`src/rtl/pe_array_ctrl.sv`:
```
// Command sequencer for pe_array: accepts one {instr, alg, len} command, streams len beats into
// the array and tracks each beat through the instruction-dependent latency to flag results.
module pe_array_ctrl #(
  parameter int LEN_W   = 8,
  parameter int LAT_MUL = 4,
  parameter int LAT_ADD = 2
) (
  input  logic             clk,
  input  logic             rst,
  input  logic             cmd_valid,
  output logic             cmd_ready,
  input  logic [4:0]       cmd_instr,
  input  logic [4:0]       cmd_alg,
  input  logic [LEN_W-1:0] cmd_len,
  input  logic             src_valid,
  output logic             src_ready,
  output logic [4:0]       pe_instr,
  output logic [4:0]       pe_alg,
  output logic             pe_fire,
  output logic             out_valid,
  output logic             out_last,
  output logic             busy,
  output logic             done,
  output logic             cmd_err
);

  localparam int LAT_W = $clog2(LAT_MUL + 1);

  typedef enum logic [1:0] {IDLE, ISSUE, DRAIN, DONE} state_t;

  state_t             state_q, state_d;
  logic [4:0]         instr_q, instr_d;
  logic [4:0]         alg_q, alg_d;
  logic [LEN_W-1:0]   len_q, len_d;
  logic [LEN_W-1:0]   issue_cnt_q, issue_cnt_d;
  logic [LAT_W-1:0]   lat_q, lat_d;
  logic [LAT_MUL-1:0] vpipe_q, vpipe_d;
  logic [LAT_MUL-1:0] lpipe_q, lpipe_d;
  logic               err_q, err_d;
  logic               fire, last_fire, accept;

  always_comb begin
    cmd_ready   = (state_q == IDLE);
    src_ready   = (state_q == ISSUE);
    busy        = (state_q != IDLE);
    done        = (state_q == DONE);
    fire        = src_valid & src_ready;
    last_fire   = fire && (issue_cnt_q == len_q - LEN_W'(1));
    accept      = cmd_valid & cmd_ready;

    state_d     = state_q;
    instr_d     = instr_q;
    alg_d       = alg_q;
    len_d       = len_q;
    lat_d       = lat_q;
    issue_cnt_d = issue_cnt_q;
    err_d       = 1'b0;

    if (fire) issue_cnt_d = issue_cnt_q + LEN_W'(1);

    // Stages at or beyond the active latency are forced to zero so they never leak into a later command.
    vpipe_d    = '0;
    lpipe_d    = '0;
    vpipe_d[0] = fire;
    lpipe_d[0] = last_fire;
    for (int k = 1; k < LAT_MUL; k++) begin
      if (k < int'(lat_q)) begin
        vpipe_d[k] = vpipe_q[k-1];
        lpipe_d[k] = lpipe_q[k-1];
      end
    end

    case (state_q)
      IDLE: begin
        if (accept) begin
          if (cmd_alg > 5'd5) begin
            err_d = 1'b1;
          end else begin
            instr_d     = cmd_instr;
            alg_d       = cmd_alg;
            len_d       = cmd_len;
            issue_cnt_d = '0;
            lat_d       = (cmd_instr >= 5'd2 && cmd_instr <= 5'd8) ? LAT_W'(LAT_MUL) : LAT_W'(LAT_ADD);
            state_d     = (cmd_len != '0) ? ISSUE : DONE;
          end
        end
      end
      ISSUE: if (last_fire) state_d = DRAIN;
      // Leaving as the final beat retires lets done land in the very next cycle.
      DRAIN: if (vpipe_d == '0) state_d = DONE;
      DONE:  state_d = IDLE;
      default: state_d = IDLE;
    endcase
  end

  always_comb begin
    out_valid = 1'b0;
    out_last  = 1'b0;
    for (int k = 0; k < LAT_MUL; k++) begin
      if (k == int'(lat_q) - 1) begin
        out_valid = vpipe_q[k];
        out_last  = lpipe_q[k];
      end
    end
  end

  assign pe_fire  = fire;
  assign pe_instr = instr_q;
  assign pe_alg   = alg_q;
  assign cmd_err  = err_q;

  always_ff @(posedge clk) begin
    if (rst) begin
      state_q     <= IDLE;
      instr_q     <= '0;
      alg_q       <= '0;
      len_q       <= '0;
      issue_cnt_q <= '0;
      lat_q       <= LAT_W'(LAT_ADD);
      vpipe_q     <= '0;
      lpipe_q     <= '0;
      err_q       <= 1'b0;
    end else begin
      state_q     <= state_d;
      instr_q     <= instr_d;
      alg_q       <= alg_d;
      len_q       <= len_d;
      issue_cnt_q <= issue_cnt_d;
      lat_q       <= lat_d;
      vpipe_q     <= vpipe_d;
      lpipe_q     <= lpipe_d;
      err_q       <= err_d;
    end
  end

endmodule
```
`config.mk`:
```
export PLATFORM = sky130hd
export DESIGN_NAME = pe_array_ctrl
export DESIGN_NICKNAME = d
export VERILOG_FILES = /design/src/rtl/pe_array_ctrl.sv
export SDC_FILE = /design/constraint.sdc
export NUM_CORES = 1
export LEC_CHECK = 0
export BUFFER_PORTS_ARGS = -buffer_cell sky130_fd_sc_hd__buf_2
export CAP_MARGIN = 30
export CORE_MARGIN = 1.5
export CORE_UTILIZATION = 48
export DETAILED_ROUTE_END_ITERATION = 8
export GPL_ROUTABILITY_DRIVEN = 0
export PLACE_DENSITY = 0.75
export SLEW_MARGIN = 30
export SYNTH_ARGS = -nofsm -noshare
export SYNTH_HDL_FRONTEND = slang
export SYNTH_SLANG_ARGS = --single-unit
```
`constraint.sdc`:
```
create_clock -name clk -period 2.6 [get_ports clk]
set_clock_uncertainty 0.2 [all_clocks]
set_input_delay 0.13 -clock clk [delete_from_list [all_inputs] [get_ports clk]]
set_output_delay 0.13 -clock clk [all_outputs]
set_load 0.01 [all_outputs]
```
# After elaboration in Yosys (flattened, before gate mapping)
# Index checks and enable logic that the tools add are counted.
totals:
  out_inout_bits: 18
  input_bits: 22
  register_bits: 40
  wordCells: 76
op_classes:
  reduce_logical: 13
  order_cmp: 6
  n_eq_ne: 11
  addsub: 3
  mux: 23
  bitwise: 8
ops:
  columns: ["operator", "n"]
  rows:
  - ["$logic_not 32->1", 1]
  - ["$mux 8", 4]
  - ["$mux 1", 12]
  - ["$mux 2", 5]
  - ["$add 8x1->8 const B", 1]
  - ["$eq 3x4->1 const A", 2]
  - ["$eq 8x8->1", 1]
  - ["$pmux 2 s4", 1]
  - ["$reduce_bool 8->1", 1]
  - ["$sub 8x1->8 const B", 1]
  - ["$lt 2x3->1 const A", 2]
  - ["$not 1->1", 6]
  - ["$reduce_or 2->1", 3]
  - ["$ge 5x2->1 const B", 1]
  - ["$gt 5x3->1 const B", 1]
  - ["$le 5x4->1 const B", 1]
  - ["$eq 2x2->1 const B", 2]
  - ["$eq 2x4->1 const A", 1]
  - ["$logic_not 4->1", 1]
  - ["$ne 2x1->1 const B", 2]
  - ["$ne 2x2->1 const B", 2]
  - ["$reduce_and 4->1", 1]
  - ["$sub 3x1->4 const B", 1]
  - ["$lt 1x3->1 const A", 1]
  - ["other kinds (8)", 10]

# Depth between registers and ports, before layout
# Gate-level depths: netlist of the first run.
logic_depth:
  ltp_word: 6
  mapped_depth: 10
  depth_no_buf: 8

# Least setup slack after synthesis of the first run
# No wires, ideal clock.
synth_path:
  path_kind: "register to register"
  from: "register len_q[0]"
  to: "register state_q[0]"
  required_time_ps: 2305
  stages_incl_launch_ff: 10
  t_arrival_ps: 2144
  setup_time_ps: 95
  slack_ps: 161
  cell_sequence: "dfxtp_1 -> buf_2 -> inv_1 -> ha_1 -> xnor2_1 -> nor3_1 -> o211ai_4 -> a211o_1 -> a221o_1 -> a221oi_1"
synth_via:
  elab_chain_cells: 5
synth_rtl:
  columns: ["item", "line_no", "rtl"]
  rows:
  - ["from (decl)", "34", "logic [LEN_W-1:0] len_q, len_d;"]
  - ["from (signal assigned)", "127", "len_q <= len_d;"]
  - ["$sub 8x1->8", "48", "last_fire = fire && (issue_cnt_q == len_q - LEN_W'(1));"]
  - ["$eq 8x8->1", "48", null]
  - ["$logic_and 1x1->1", "48", null]
  - ["$ne 2x1->1 (no source line)", null, null]
  - ["$reduce_and 4->1 (no source line)", null, null]
  - ["to (signal assigned)", "124", "state_q <= state_d;"]
  - ["to (decl)", "31", "state_t state_q, state_d;"]
# No other way between the ends.
# A chain may end at the register's enable or synchronous reset.

# Worst setup path in the final report of the first run
layout_path:
  from: "register len_q[1]"
  to: "register state_q[0]"
# The elaborated chain is that of the path after synthesis.

==> impl_metrics.tcl, run 1 <==
set metrics [dict create \
    cts_buffers 5 \
    rsz0062_at_grt "no" \
    fin_nets 305 \
    vdd_ir_drop_max_mv 0.368 \
    pre_cts_slack_ns 0.0651 \
    cts.path.max_buffers 2 \
    clock_sinks 39 \
    p_leak_uw 0.000978 \
    clk_pin_slew_ns 0.07 \
    switching_share_pct 31.4 \
    setup_viol 0 \
    report.final.hold_viol_count 0 \
    synth_commonest_cells "nand2_1, dfxtp_1, a21oi_1, nor2_1, xor2_1" \
    run_status "complete, no violations" \
    synth_top_area_share_pct 43.1 \
    die_width_um 64.4 \
    final.setup.worst_slack_ns 0.177 \
    dp_hpwl_um 2760 \
    arrival_ns 2.42 \
    cts_tree "built" \
    ys_ff_latch 39 \
    period_share_pct 93.2 \
    worstSetupStartpointType "register" \
    ys_seq_area_share_pct 43.1 \
    pwr-share-comb_pct 27.7 \
    io_pins 40 \
    drive_gt1_share_pct 18.7 \
    root_buffer "clkbuf_8" \
    fin_setup_tns_ns 0 \
    p_int_uw 1000 \
    start_util_pct 49.8 \
    grt_pass1_wl_um 6900 \
    switchingPower_uw 458 \
    avgSynthCellArea_um2 8.23 \
    dr.pass1.iters 4 \
    worstSetupPathType "register to register" \
    syn_nets 248 \
    htreeDepth 2 \
    die-area_um2 4150 \
    worst_pin_slew_ns 0.501 \
    dp_cells 299 \
    dieHeight_um 64.4 \
    synth_enable_flop_cells 0 \
    drv_slew 0 \
    timing.final.crit_period_ns 2.42 \
    wl_per_cell_um 12.2 \
    maxCapViolCount 0 \
    nFillCells 318 \
    vias_per_cell 5.17 \
    power_frac_clock_pct 26.4 \
    synth_area_um2 1810 \
    dr_total_vias 1687 \
    synth-main-ff-cell "dfxtp_1" \
    drtAntennaViolNets 0 \
    max_slew_margin_pct 66.3 \
    endpoint_kind "register" \
    synth.most_common_cell "nand2_1" \
    grt_pass1_vias 1597 \
    antenna_found_initial 0 \
    portBuffers 39 \
    netlist_instances 220 \
    yosysUniqueCellTypes 34 \
    first_iter_violations 79 \
    wl_um 3990 \
    fin_cells 326 \
    drc 0 \
    rows 22 \
    cp_max_fo 8 \
    n_antenna_cell 0 \
    yosys.area.top_type "dfxtp_1" \
    syn2layout_area_growth_pct 28.3 \
    hold_class "input pin to register" \
    ys_warn_count 0 \
    clock_latency_ns 0.28 \
    coreArea_um2 3630 \
    grt_max_degree 27 \
    power_density_nw_per_um2 628 \
    grt_use_total_pct 21.2 \
    synth_area_leaders "dfxtp_1, nand2_1, a21oi_1" \
    fmax_ghz 0.413 \
    crit_required_ns 2.60 \
    synth-async-reset-ratio_pct 0 \
    grt_overflow 0 \
    seqPwrFrac_pct 45.9 \
]
[through the flow]
step / util, % / power (µW) / instance area [µm²] / hold slack (ns)
after floorplan: - / 943 / 1810 / 0.0574
after global placement: 56.2 / 1050 / 2040 / 0.172
after detailed placement: 56.2 / 1060 / 2040 / 0.187
after CTS: 63.7 / 1470 / 2310 / 0.0654
after global routing: 63.9 / 1550 / 2320 / 0.0940
final: 63.9 / 1460 / 2320 / 0.0704
[power by group through the flow]
stage / sequential (µW) / combinational, µW / clock, µW
CTS: 670 / 402 / 395
global route: 675 / 456 / 418
finish: 670 / 403 / 385
floorplan: 678 / 265 / 0
detailed placement: 682 / 377 / 0
global placement: 682 / 369 / 0
[layer usage]
metal  wire (µm)  up-vias  GRT usage (%)  share of wire (%)
met5           0        -              0                  0
met4          65        0           8.78                1.6
met3         304        7           5.38                7.6
met2        1820       64           35.5                 46
met1        1800      761           25.8                 45
li1            -      855              -                  -
[critical path, cell delays in order, from the launching register on]
cell,delay (ns)
dfxtp_1,0.41
inv_1,0.07
ha_2,0.23
o21ba_1,0.20
a221oi_1,0.28
a41oi_1,0.07
a211o_1,0.29
a221o_1,0.32
a221oi_1,0.27
[flip-flops by register name, indices dropped and copies added, names as in the netlist]
register	count
issue_cnt_q	8
len_q	8
lpipe_q	4
lat_q	2
state_q	2
pe_instr	5
cmd_err	1
vpipe_q	4
pe_alg	5
[placed cells by master (no fill, tap or decap), types with 5 or more instances in the layout]
cell / count
nand2_1: 40
dfxtp_1: 39
buf_2: 39
a21oi_1: 23
nor2_1: 22
dlygate4sd3_1: 19
xor2_1: 10
inv_1: 8
and2_1: 7
nor3_1: 6
xnor2_1: 6
nand3_1: 5
ha_1: 5
clkbuf_8: 5
[path summary, 6_finish.rpt]
| check | from | endpoint | slack [ns] | depth (start not counted) |
|---|---|---|---|---|
| hold / removal | rst | vpipe_q[0]$_SDFF_PP0_ | 0.07 | 2 |
| hold reg to reg | lpipe_q[0]$_SDFF_PP0_ | lpipe_q[1]$_SDFF_PP0_ | 0.22 | 2 |
| setup reg to reg | len_q[1]$_SDFFE_PP0P_ | state_q[0]$_SDFFE_PP0P_ | 0.18 | 8 |
| setup / recovery | len_q[1]$_SDFFE_PP0P_ | state_q[0]$_SDFFE_PP0P_ | 0.18 | 8 |
[logic make-up after synthesis]
logic type | Yosys count | synth area share [%]
and+or+nand+nor | 97 | 25.2
adders and majority gates | 6 | 4.15
DFF | 39 | 43.1
xor gates and xnor gates | 16 | 7.74
buffers and inverters | 20 | 4.35
AOI/OAI and AO/OA | 42 | 15.4
[final cells by class]
cell class / instances / area [µm²] / share of cell area [%]
timing repair buffer: 61 / 408 / 17.6
clock buffer: 7 / 76.3 / 3.29
tap: 48 / 60.1 / 2.59
sequential: 39 / 781 / 33.6
clock inverter: 1 / 5.00 / 0.216
multi-input combinational: 161 / 958 / 41.3
inverter: 9 / 33.8 / 1.45
[repair_timing]
item	CTS	global route
endpoints found under the hold margin	20	0
buffers inserted	0	0
hold buffers	19	0
endpoints found under the setup margin	0	2
resized for setup	0	2
Power figures use the tool's default switching activity.
==> inputs of run 2 (changes only) <==
REMOVE_ABC_BUFFERS = 1   (was unset)
==> impl_metrics.tcl, run 2 (same netlist as run 1, synthesis figures left out) <==
set metrics [dict create \
    clk_pin_slew_ns 0.08 \
    vias_per_cell 5.23 \
    first_iter_violations 87 \
    fin_cells 326 \
    period_share_pct 92.4 \
    clock_latency_ns 0.30 \
    die-area_um2 4150 \
    dr.pass1.iters 4 \
    crit_required_ns 2.60 \
    timing.final.crit_period_ns 2.40 \
    rows 22 \
    met2_length_um 1970 \
    die_width_um 64.4 \
    worstSetupPathType "register to register" \
    placedInstanceArea_um2 2040 \
    cts.path.max_buffers 2 \
    report.final.hold_viol_count 0 \
    antenna_found_initial 0 \
    fmax_ghz 0.416 \
    dieHeight_um 64.4 \
    grt_use_total_pct 22.5 \
    wl_met1_um 1850 \
    fin_total_pwr_uw 1580 \
    fin_area_um2 2350 \
    n_antenna_cell 0 \
    cts_setup_buffers 0 \
    htreeDepth 2 \
    maxCapViolCount 0 \
    cts_tree "built" \
    root_buffer "clkbuf_8" \
    coreArea_um2 3630 \
    drive_gt1_share_pct 19.8 \
    arrival_ns 2.41 \
    dr_total_vias 1704 \
    run_status "complete, no violations" \
    hold_class "input pin to register" \
    grt_pass1_vias 1652 \
    portBuffers 39 \
    dr.max_layer_used "met4" \
    io_pins 40 \
    wl_met3_um 195 \
    nFillCells 332 \
    final_cell_mix "nand2_1, buf_2, dfxtp_1" \
    grt_pass1_wl_um 7300 \
    wl_per_cell_um 12.6 \
    postLayoutCoreUtil_pct 64.8 \
    fin_setup_tns_ns 0 \
    drv_slew 0 \
    final_common_cell "nand2_1" \
    worst_pin_slew_ns 0.465 \
    syn2layout_area_growth_pct 30.1 \
    fin_nets 305 \
    worstSetupStartpointType "register" \
    drc 0 \
    grt_overflow 0 \
    clock_sinks 39 \
    endpoint_kind "register" \
    grt_max_degree 27 \
    rsz0062_at_grt "no" \
    drtAntennaViolNets 0 \
    wl_um 4090 \
    reg_top3 "issue_cnt_q: 8 flops, len_q: 8 flops" \
    power_density_nw_per_um2 673 \
    dp_hpwl_um 2630 \
    setup_viol 0 \
    cp_max_fo 5 \
    start_util_pct 49.8 \
    max_slew_margin_pct 69.0 \
    vdd_ir_drop_max_mv 0.577 \
    p_leak_uw 0.000994 \
    dp_cells 299 \
    cts_buffers 5 \
]
## run 2: changes by cell type in the layout (fill, tap and decap cells not counted)
cell	delta
bufinv_16	+1
clkbuf_1	-2
clkinv_4	+1
dfxtp_1	-1
dfxtp_2	+1
## run 2: routing by layer
| layer | vias up | global-route usage (%) |
|---|---|---|
| met5 | - | 0 |
| met4 | 0 | 9.04 |
| met3 | 11 | 5.38 |
| met2 | 46 | 37.9 |
| met1 | 796 | 27.6 |
| li1 | 851 | - |
## run 2: cell type report
class                      count  area (µm²)  area share, %
clock buffer                   5        68.8           2.92
clock inverter                 3        43.8           1.86
inverter                       9        33.8           1.43
multi-input combinational    161         958           40.7
sequential                    39         782           33.2
tap                           48        60.1           2.55
timing repair buffer          61         408           17.3
## run 2: power breakdown
part	internal [µW]	total, µW	switching (µW)
sequential	634	669	35.1
combinational	179	411	232
clock	286	505	219
total	1100	1580	487
## run 2: stage by stage
| step | hold slack (ns) | setup slack, ns |
|---|---|---|
| after CTS | 0.0557 | 0.0531 |
| after global placement | 0.172 | 0.148 |
| final | 0.0695 | 0.198 |
| after floorplan | -0.000934 | 0.172 |
| after global routing | 0.0985 | 0.0288 |
| after detailed placement | 0.183 | 0.0736 |
## run 2: final timing paths
path | from | endpoint | slack, ns | depth (start not counted)
worst max-delay path | state_q[1]$_SDFFE_PP0P_ | state_q[0]$_SDFFE_PP0P_ | 0.20 | 8
worst min-delay path | rst | vpipe_q[0]$_SDFF_PP0_ | 0.07 | 2
worst max register to register | state_q[1]$_SDFFE_PP0P_ | state_q[0]$_SDFFE_PP0P_ | 0.20 | 8
worst min register to register | lpipe_q[0]$_SDFF_PP0_ | lpipe_q[1]$_SDFF_PP0_ | 0.22 | 2
## run 2: critical path, stage by stage, from the launching register on
cell      delay, ns
dfxtp_1        0.34
inv_1          0.09
ha_1           0.23
nand2_1        0.15
nor3_2         0.27
o211ai_4       0.10
a211o_1        0.31
a221o_1        0.32
a221oi_1       0.29
## run 2: timing repair
item                                    in CTS  in global routing
resized for setup                            0                  3
endpoints found under the hold margin       20                  0
endpoints found under the setup margin       0                  2
hold buffers                                19                  0
==> inputs of run 3 (changes only) <==
CORE_MARGIN = unset   (was 1.5)
SLEW_MARGIN = 0   (was 30)
==> impl_metrics.tcl, run 3 (same netlist as run 1, synthesis figures left out) <==
set metrics [dict create \
    grt_use_total_pct 22.9 \
    coreArea_um2 3470 \
    dr_total_vias 1681 \
    critical_path.slowest_cell "a221o_1" \
    grt_overflow 0 \
    postLayoutCoreUtil_pct 68.5 \
    worst_pin_slew_ns 0.474 \
    max_slew_margin_pct 68.4 \
    root_buffer "clkbuf_8" \
    start_util_pct 52.2 \
    wl_um 4180 \
    timing.final.crit_period_ns 2.43 \
    vias_per_cell 5.17 \
    htreeDepth 2 \
    path_delay_family "compound AO/OA/AOI/OAI gates" \
    drtAntennaViolNets 0 \
    setup_viol 0 \
    cts_setup_buffers 0 \
    drive_gt1_share_pct 20.8 \
    clk_pin_slew_ns 0.08 \
    die_width_um 63.4 \
    clock_latency_ns 0.30 \
    worstSetupStartpointType "register" \
    dieHeight_um 63.4 \
    grt_pass1_vias 1672 \
    wl_per_cell_um 12.9 \
    reg_top3 "issue_cnt_q: 8 flops, len_q: 8 flops" \
    worst-path-buf-inv 1 \
    antenna_found_initial 0 \
    vdd_ir_drop_max_mv 0.497 \
    io_pins 40 \
    drc 0 \
    final_cell_mix "nand2_1, buf_2, dfxtp_1" \
    cts_buffers 5 \
    run_status "complete, no violations" \
    cp_max_fo 5 \
    grt_max_degree 27 \
    p_leak_uw 0.00100 \
    dr.pass1.iters 4 \
    worstSetupPathType "register to register" \
    syn2layout_area_growth_pct 31.3 \
    endpoint_kind "register" \
    fin_nets 306 \
    cts.path.max_buffers 2 \
    grt_pass1_wl_um 7170 \
    dp_hpwl_um 2760 \
    power_density_nw_per_um2 683 \
    hold_class "input pin to register" \
    fin_setup_tns_ns 0 \
    clock_sinks 39 \
    drv_slew 0 \
    maxCapViolCount 0 \
    rsz0062_at_grt "no" \
    crit_required_ns 2.61 \
    final_common_cell "nand2_1" \
    cts_tree "built" \
    portBuffers 39 \
    fmax_ghz 0.412 \
    slowest_delay_ns 0.35 \
    report.final.hold_viol_count 0 \
    n_antenna_cell 0 \
    first_iter_violations 84 \
    die-area_um2 4020 \
    cp_cell_sequence "inv_1 > ha_1 > nand2_1 > nor3_2 > o211ai_4 > a211o_1 > a221o_1 > a221oi_2" \
    rows 21 \
    arrival_ns 2.44 \
    period_share_pct 93.3 \
]
[run 3: cell types whose count changed in the layout (fill, tap and decap cells not counted)]
cell,change
a221oi_1,-2
clkbuf_8,+1
clkinv_4,-1
a221oi_2,+2
buf_4,+1
[run 3: what timing repair did]
action / 4_1_cts / 5_1_grt
endpoints found under the setup margin: 0 / 2
gates resized for setup: 0 / 5
hold buffers: 19 / 0
endpoints found under the hold margin: 18 / 0
[run 3: per-stage QoR]
| step | std cells | cell area, µm² | setup WS, ns | power [µW] | hold WS (ns) |
|---|---|---|---|---|---|
| 2_1_floorplan | 209 | 1770 | 0.172 | 930 | -0.000934 |
| 5_1_grt | 325 | 2380 | 0.0188 | 1710 | 0.102 |
| 6_report | 325 | 2380 | 0.173 | 1620 | 0.0751 |
| 3_5_place_dp | 298 | 2050 | 0.0489 | 1050 | 0.186 |
| 4_1_cts | 325 | 2360 | 0.0180 | 1600 | 0.0701 |
| 3_3_place_gp | 298 | 2050 | 0.148 | 1050 | 0.179 |
[run 3: path summary, 6_finish.rpt]
path | startpoint | end | slack [ns] | depth (start not counted)
setup reg to reg | state_q[1]$_SDFFE_PP0P_ | state_q[1]$_SDFFE_PP0P_ | 0.17 | 8
hold / removal | rst | vpipe_q[0]$_SDFF_PP0_ | 0.08 | 2
setup / recovery | state_q[1]$_SDFFE_PP0P_ | state_q[1]$_SDFFE_PP0P_ | 0.17 | 8
hold reg to reg | lpipe_q[0]$_SDFF_PP0_ | lpipe_q[1]$_SDFF_PP0_ | 0.22 | 2
[run 3: per-layer routing]
layer	routed length (µm)	vias to the layer above	GRT usage, %
met3	218	5	7.07
met2	2040	44	40.2
met4	49	0	6.82
met5	0	-	0
met1	1870	771	26.5
li1	-	861	-
[run 3: where the power goes]
part | internal (µW) | switching (µW) | total [µW]
combinational | 187 | 247 | 434
clock | 310 | 212 | 522
sequential | 634 | 34.2 | 668
total | 1130 | 493 | 1620
[run 3: worst reg2reg max path, stage by stage (launching register included)]
cell and delay [ns]:
dfxtp_1 0.34, inv_1 0.11, ha_1 0.22, nand2_1 0.16, nor3_2 0.28, o211ai_4 0.10, a211o_1 0.31, a221o_1 0.35
a221oi_2 0.28
[run 3: area by class of cell]
| type | count | area (µm²) |
|---|---|---|
| inverters | 9 | 33.8 |
| clock buffers | 6 | 82.6 |
| clock inverters | 2 | 35.0 |
| repair buffers | 62 | 415 |
| multi-input cells | 161 | 971 |
| flip-flops and latches | 39 | 782 |
| fillers | 289 | 1090 |
| well taps | 46 | 57.6 |
